## src/rtl/condlogic_if.sv

```systemverilog
// Bus between the decoder/main FSM and the conditional-execution unit.
// The master (decoder/FSM side) drives the requests; the slave returns the gated strobes.
interface condlogic_if;
  logic [3:0] Cond;
  logic [3:0] ALUFlags;
  logic [1:0] FlagW;
  logic       PCS;
  logic       NextPC;
  logic       RegW;
  logic       MemW;
  logic       PCWrite;
  logic       RegWrite;
  logic       MemWrite;
  logic [3:0] Flags;
  logic       CondEx;

  modport master (
    output Cond, ALUFlags, FlagW, PCS, NextPC, RegW, MemW,
    input  PCWrite, RegWrite, MemWrite, Flags, CondEx
  );

  modport slave (
    input  Cond, ALUFlags, FlagW, PCS, NextPC, RegW, MemW,
    output PCWrite, RegWrite, MemWrite, Flags, CondEx
  );
endinterface

```

## src/rtl/condlogic.sv

```systemverilog
// Conditional-execution unit: holds NZCV, evaluates the condition field and
// gates the FSM's write requests with the registered pass/fail result.
module condlogic #(
  parameter logic [3:0] FLAGS_RESET = 4'b0000
) (
  input logic        clk,
  input logic        reset,
  condlogic_if.slave bus
);

  logic [3:0] flags_q, flags_d;
  logic       cond_ex_delayed_q, cond_ex_delayed_d;
  logic       cond_ex;
  logic [1:0] flag_write;
  logic       n, z, c, v;

  assign {n, z, c, v} = flags_q;

  // NOTE: every variable assigned in always_comb gets a default first so no path leaves it unassigned (no latch).
  always_comb begin
    cond_ex = 1'b0;
    case (bus.Cond)
      4'b0000: cond_ex = z;
      4'b0001: cond_ex = ~z;
      4'b0010: cond_ex = c;
      4'b0011: cond_ex = ~c;
      4'b0100: cond_ex = n;
      4'b0101: cond_ex = ~n;
      4'b0110: cond_ex = v;
      4'b0111: cond_ex = ~v;
      4'b1000: cond_ex = c & ~z;
      4'b1001: cond_ex = ~c | z;
      4'b1010: cond_ex = (n == v);
      4'b1011: cond_ex = (n != v);
      4'b1100: cond_ex = ~z & (n == v);
      4'b1101: cond_ex = z | (n != v);
      4'b1110: cond_ex = 1'b1;
      default: cond_ex = 1'b0;
    endcase
  end

  // Flags update in the execute cycle itself, so the un-delayed pass/fail gates them.
  assign flag_write = bus.FlagW & {2{cond_ex}};

  always_comb begin
    flags_d = flags_q;
    if (flag_write[1]) flags_d[3:2] = bus.ALUFlags[3:2];
    if (flag_write[0]) flags_d[1:0] = bus.ALUFlags[1:0];
    cond_ex_delayed_d = cond_ex;
  end

  // NOTE: sequential state uses non-blocking assignments so every flop samples pre-edge values.
  always_ff @(posedge clk or posedge reset) begin
    if (reset) begin
      flags_q           <= FLAGS_RESET;
      cond_ex_delayed_q <= 1'b0;
    end else begin
      flags_q           <= flags_d;
      cond_ex_delayed_q <= cond_ex_delayed_d;
    end
  end

  // Later states see the pass/fail of the instruction's own pre-update flags;
  // the cleared delayed flop also kills pending strobes as soon as reset rises.
  assign bus.PCWrite  = bus.NextPC | (bus.PCS & cond_ex_delayed_q);
  assign bus.RegWrite = bus.RegW & cond_ex_delayed_q;
  assign bus.MemWrite = bus.MemW & cond_ex_delayed_q;
  assign bus.Flags    = flags_q;
  assign bus.CondEx   = cond_ex;

endmodule

```

## src/flat_wrapper.sv

```systemverilog
// flat-port wrapper written by rule: the top's interface ports become plain ports
module condlogic_flat 
#(
  parameter logic [3:0] FLAGS_RESET = 4'b0000
)
  (clk, reset, bus_Cond, bus_ALUFlags, bus_FlagW, bus_PCS, bus_NextPC, bus_RegW, bus_MemW, bus_PCWrite, bus_RegWrite, bus_MemWrite, bus_Flags, bus_CondEx);
  condlogic_if bus_i ();
  input logic clk;
  input logic reset;
  input wire logic [$bits(bus_i.Cond)-1:0] bus_Cond;
  input wire logic [$bits(bus_i.ALUFlags)-1:0] bus_ALUFlags;
  input wire logic [$bits(bus_i.FlagW)-1:0] bus_FlagW;
  input wire logic [$bits(bus_i.PCS)-1:0] bus_PCS;
  input wire logic [$bits(bus_i.NextPC)-1:0] bus_NextPC;
  input wire logic [$bits(bus_i.RegW)-1:0] bus_RegW;
  input wire logic [$bits(bus_i.MemW)-1:0] bus_MemW;
  output wire logic [$bits(bus_i.PCWrite)-1:0] bus_PCWrite;
  output wire logic [$bits(bus_i.RegWrite)-1:0] bus_RegWrite;
  output wire logic [$bits(bus_i.MemWrite)-1:0] bus_MemWrite;
  output wire logic [$bits(bus_i.Flags)-1:0] bus_Flags;
  output wire logic [$bits(bus_i.CondEx)-1:0] bus_CondEx;
  assign bus_i.Cond = bus_Cond;
  assign bus_i.ALUFlags = bus_ALUFlags;
  assign bus_i.FlagW = bus_FlagW;
  assign bus_i.PCS = bus_PCS;
  assign bus_i.NextPC = bus_NextPC;
  assign bus_i.RegW = bus_RegW;
  assign bus_i.MemW = bus_MemW;
  assign bus_PCWrite = bus_i.PCWrite;
  assign bus_RegWrite = bus_i.RegWrite;
  assign bus_MemWrite = bus_i.MemWrite;
  assign bus_Flags = bus_i.Flags;
  assign bus_CondEx = bus_i.CondEx;
  condlogic #(.FLAGS_RESET(FLAGS_RESET)) u_core (.clk(clk), .reset(reset), .bus(bus_i));
endmodule
```

## config.mk

```make
export PLATFORM = sky130hd
export DESIGN_NAME = condlogic_flat
export DESIGN_NICKNAME = d
export VERILOG_FILES = /design/src/rtl/condlogic_if.sv /design/src/rtl/condlogic.sv /design/src/flat_wrapper.sv
export SDC_FILE = /design/constraint.sdc
export NUM_CORES = 1
export LEC_CHECK = 0
export BUFFER_PORTS_ARGS = -buffer_cell sky130_fd_sc_hd__buf_2
export CAP_MARGIN = 5
export CORE_AREA = 2 2 39 41
export DETAILED_ROUTE_END_ITERATION = 8
export DIE_AREA = 0 0 41 43
export PLACE_DENSITY = 0.68
export REMOVE_ABC_BUFFERS = 1
export SKIP_LAST_GASP = 1
export SYNTH_ARGS = -nofsm -noshare
export SYNTH_HDL_FRONTEND = slang
export SYNTH_SLANG_ARGS = --single-unit
```

## constraint.sdc

```tcl
create_clock -name clk -period 3.4 [get_ports clk]
set_clock_uncertainty 0.15 [all_clocks]
set_input_delay 0.68 -clock clk [delete_from_list [all_inputs] [get_ports clk]]
set_output_delay 0.68 -clock clk [all_outputs]
set_load 0.1 [all_outputs]
```

[Word-level counts from Yosys, hierarchy flattened]
Cells that the tools add are included.
W data, S select, Z words.
Word-level totals
  input port bits: 16
  register bits: 5
  word-level logic and storage cells: 34
  output and inout bits: 8
Operators by class
  equality and inequality tests: 16
  mux-type cells: 1
  reduce and logical (&&, ||, !) cells: 1
  bitwise logic cells: 13
Operators with widths (number)
  $eq A4 B4 Y1 const B: 7
  $eq A4 B3 Y1 const B: 4
  $pmux W1 S15: 1
  $eq A4 B2 Y1 const B: 2
  $and A1 B1 Y1: 5
  $eq A4 B1 Y1 const B: 1
  $logic_not A4 Y1: 1
  $not A1 Y1: 4
  $or A1 B1 Y1: 3
  $and A2 B2 Y2: 1
  $eq A1 B1 Y1: 1
  $ne A1 B1 Y1: 1

[Logic depth before layout (Yosys ltp)]
  depth after elaboration: 4
  depth in mapped cells: 6
  gate-level depth less buffers: 5

[Worst setup path after synthesis]
Ideal clock, no wire load.
  path type: reg-to-output
  start point: register u_core.flags_q[3], in the netlist u_core.bus.Flags[3]
  end point: output bus_CondEx
  data arrival time: 2282 ps
  setup slack: 288 ps
  path buffers: 0
  required time: 2570 ps
  stages on the path, launching flop included: 5
  cells stage by stage: dfrtp_1 xor2_1 o221a_2 a311oi_2 or3_2
On the way
  cells in the longest elaborated chain, start to end: 3
  elaborated cells on any way between the ends: 6
  classes of those cells: eq/ne (2); mux (1); bitwise (3)
RTL lines
  start: declaration: line condlogic.sv:11  | logic [3:0] flags_q, flags_d;
  start signal: assignment: line condlogic.sv:58  | flags_q <= flags_d;
  $ne A1 B1 Y1 or $eq A1 B1 Y1 (tied branches)
  $or A1 B1 Y1 or $and A1 B1 Y1 (tied branches): line condlogic.sv:36, condlogic.sv:35
  $pmux W1 S15 (*): line condlogic.sv:22  | case (bus.Cond)
  end: declaration: line flat_wrapper.sv:21  | output wire logic [$bits(bus_i.CondEx)-1:0] bus_CondEx;
Every way passes the cells marked *; elsewhere a longest branch is shown, timed or not.

[Worst setup path after layout]
  start point: input bus_Cond[3]
  end point: output bus_CondEx
On the way
  cells in the longest elaborated chain, start to end: 2
  elaborated cells on any way between the ends: 16
  classes of those cells: eq/ne (14); mux (1); reduce/logical (1)
RTL lines
  start: declaration: line flat_wrapper.sv:10  | input wire logic [$bits(bus_i.Cond)-1:0] bus_Cond;
  $eq A4 B4 Y1 (tied with other cells): line condlogic.sv:22
  $pmux W1 S15 (*): line condlogic.sv:22
Marks and branches as above.

==> flow_metrics.env <==
export IMPL_status="finished clean"
export IMPL_synth_top_family_by_area="simple AND/OR/NAND/NOR gates"
export IMPL_antenna_found_initial=0
export IMPL_rows=14
export IMPL_coreArea_um2=1384
export IMPL_slowest_delay_ps=480
export IMPL_postSynthCellCount=43
export IMPL_tns_ps=0
export IMPL_antenna_cells=0
export IMPL_drc=0
export IMPL_stdcell_area_um2=590.6
export IMPL_clockRootBuffer="clkbuf_4"
export IMPL_overflow=0
export IMPL_antenna_left=0
export IMPL_crit_required_ps=2570
export IMPL_cp_arrival_ps=2130
export IMPL_gp_congestion=0.6719
export IMPL_worstMarginPinSlew_ps=487.5
export IMPL_wl_per_cell_um=11.08
export IMPL_cts_tree="done"
export IMPL_syn_area_per_cell_um2=9.748
export IMPL_crit_family="simple AND/OR/NAND/NOR gates"
export IMPL_placed_area_um2=564.3
export IMPL_synthDistinctLibCells=29
export IMPL_synth_edff_count=0
export IMPL_cp_end_kind="output pin"
export IMPL_path_max_fanout=8
export IMPL_ys_seq_area_share_pct=29.85
export IMPL_multiInputGateArea_um2=277.8
export IMPL_path_class="primary input to output pin"
export IMPL_period_share_pct=87.07
export IMPL_grt_pass1_vias=380
export IMPL_ioPinCount=24
export IMPL_fmaxAchievable_ghz=0.3378
export IMPL_cts_sinks=5
export IMPL_regArea_um2=125.1
export IMPL_drt_iter0_markers=6
export IMPL_nFillCells=151
export IMPL_drv_cap=0
export IMPL_routed_wirelength_um=942
export IMPL_die_h_um=43
export IMPL_postCtsSetupRepairBufs=0
export IMPL_via_per_inst=5.024
export IMPL_place_hpwl_um=791.5
export IMPL_synthSimpleGateAreaFrac_pct=26.57
export IMPL_dr_pass1_iters=4
export IMPL_finalSetupViolCount=0
export IMPL_yosysWarningCount=0
export IMPL_r2r_setup_slack_ps=1350
export IMPL_htreeDepth=1
export IMPL_cts_buffer_depth=2
export IMPL_ys_ff_latch=5
export IMPL_port_buffers=23
export IMPL_holdCritPathClass="primary input to asynchronous set/reset pin"
export IMPL_relSlewSlack_pct=67.72
export IMPL_synthMuxAreaShare_pct=10.75
export IMPL_initial_utilization_pct=30.29
export IMPL_ctsResizeCount=0
export IMPL_cp_start_kind="primary input"
export IMPL_cts_made_buffers=3
export IMPL_synthAdderAreaFrac_pct=0
export IMPL_maxSlewViolCount=0
export IMPL_clk_latency_ps=240
export IMPL_grt_pass1_wl_mm=1.469
export IMPL_fin_nets=86
export IMPL_crit_chain="buf_2 -> and2_4 -> or4b_1 -> a311oi_2 -> or3_2 -> buf_12"
export IMPL_vias=427
export IMPL_path_buf_inv=2
export IMPL_synthXorXnorAreaFrac_pct=8.358
export IMPL_synth_compound_area_share_pct=20.60
export IMPL_dieArea_um2=1763
export IMPL_syn_cell_area_um2=419.2
export IMPL_drive_gt1_share_pct=49.28
export IMPL_area_growth_pct=40.90
export IMPL_async_flop_share_pct=100.0
export IMPL_clk_pin_slew_ps=40
export IMPL_synth_ff_type="dfrtp_1"
export IMPL_slowest_stage="or4b_1"
export IMPL_cts_hold_buffers=0
export IMPL_track_usage_pct=12.63
export IMPL_hold_violations=0
export IMPL_rsz0062_at_grt="false"
export IMPL_die_w_um=41
export IMPL_period_needed_ps=2961
export IMPL_grt_start_max_net_pins=11
-- per-layer routing --
metal	vias up	routed length [um]	GRT usage (%)
met2	10	491	20.63
met1	200	402	13.44
met3	2	34	3.141
met5	-	0	0
met4	0	14	8.000
li1	215	-	-
-- through the flow --
stage | hold slack [ps] | std cells | worst slack, ps | utilization [%]
2_1_floorplan | 308.5 | 42 | 287.8 | -
3_3_place_gp | 433.1 | 81 | 450.5 | 40.78
3_5_place_dp | 433.4 | 81 | 453.5 | 40.78
4_1_cts | 174.8 | 85 | 444.6 | 42.68
5_1_grt | 186.0 | 85 | 391.9 | 42.68
6_report | 177.6 | 85 | 439.5 | 42.68
-- cell usage after synthesis (2+ instances only) --
| master | number | share of area [%] |
|---|---|---|
| and2_1 | 2 | 3.0 |
| dfrtp_1 | 5 | 30 |
| inv_1 | 3 | 2.7 |
| mux2_1 | 2 | 5.4 |
| mux2_2 | 2 | 5.4 |
| nand3_1 | 3 | 3.6 |
| o31ai_1 | 2 | 3.6 |
| xnor2_1 | 2 | 4.2 |
| xor2_1 | 2 | 4.2 |
-- placed cells by master (no fill, tap or decap) --
cell,count
buf_2,22
dfrtp_1,5
nand3_1,3
inv_1,3
clkbuf_4,3
xor2_1,2
xnor2_1,2
o31ai_1,2
mux2_1,2
mux2_2,2
and2_1,2
and2_4,1
or4b_1,1
nand4bb_1,1
nand2b_1,1
nand2_1,1
o221a_2,1
a311oi_2,1
or3_1,1
nor2_1,1
a31oi_1,1
nor3b_1,1
a21oi_1,1
or3b_1,1
a21bo_2,1
and3b_2,1
a211oi_1,1
o32ai_1,1
or3_2,1
a21o_1,1
clkbuf_1,1
buf_12,1
-- worst register-to-register path, cell delays in order, from the launching register on --
cell      delay [ps]
dfrtp_1          430
xor2_1           210
o221a_2          230
a311oi_2         110
o31ai_1          410
mux2_2           380
-- registers in the layout, indices dropped and copies added (netlist names) --
signal and cells:
u_core.cond_ex_delayed_q 1, u_core.bus.Flags 4
-- area by class of cell --
type / instances / share of cell area (%)
Clock buffer: 4 / 4.449
Inverter: 3 / 1.907
Multi-Input combinational cell: 34 / 47.03
Sequential cell: 5 / 21.19
Tap cell: 16 / 3.390
Timing Repair Buffer: 23 / 22.03
-- cell families after synthesis --
| group | Yosys count |
|---|---|
| buffers and inverters | 4 |
| xor gates and xnor gates | 4 |
| DFF | 5 |
| muxes | 4 |
| and+or+nand+nor | 16 |
| AOI/OAI and AO/OA | 10 |
-- path summary, 6_finish.rpt --
kind | from | end | cells past startpoint
min in group clk | u_core.bus.Flags[0]$_DFFE_PP0P_ | u_core.bus.Flags[0]$_DFFE_PP0P_ | 1
min reg2reg | u_core.bus.Flags[0]$_DFFE_PP0P_ | u_core.bus.Flags[0]$_DFFE_PP0P_ | 1
max | bus_Cond[3] | bus_CondEx | 6
min | reset | u_core.cond_ex_delayed_q$_DFF_PP0_ | 2
max reg2reg | u_core.bus.Flags[3]$_DFFE_PP0P_ | u_core.bus.Flags[2]$_DFFE_PP0P_ | 5
max in group asynchronous | reset | u_core.bus.Flags[2]$_DFFE_PP0P_ | 2
Power is not shown: default switching activity piles up to over one toggle a cycle in this logic, so the estimate is an artifact.
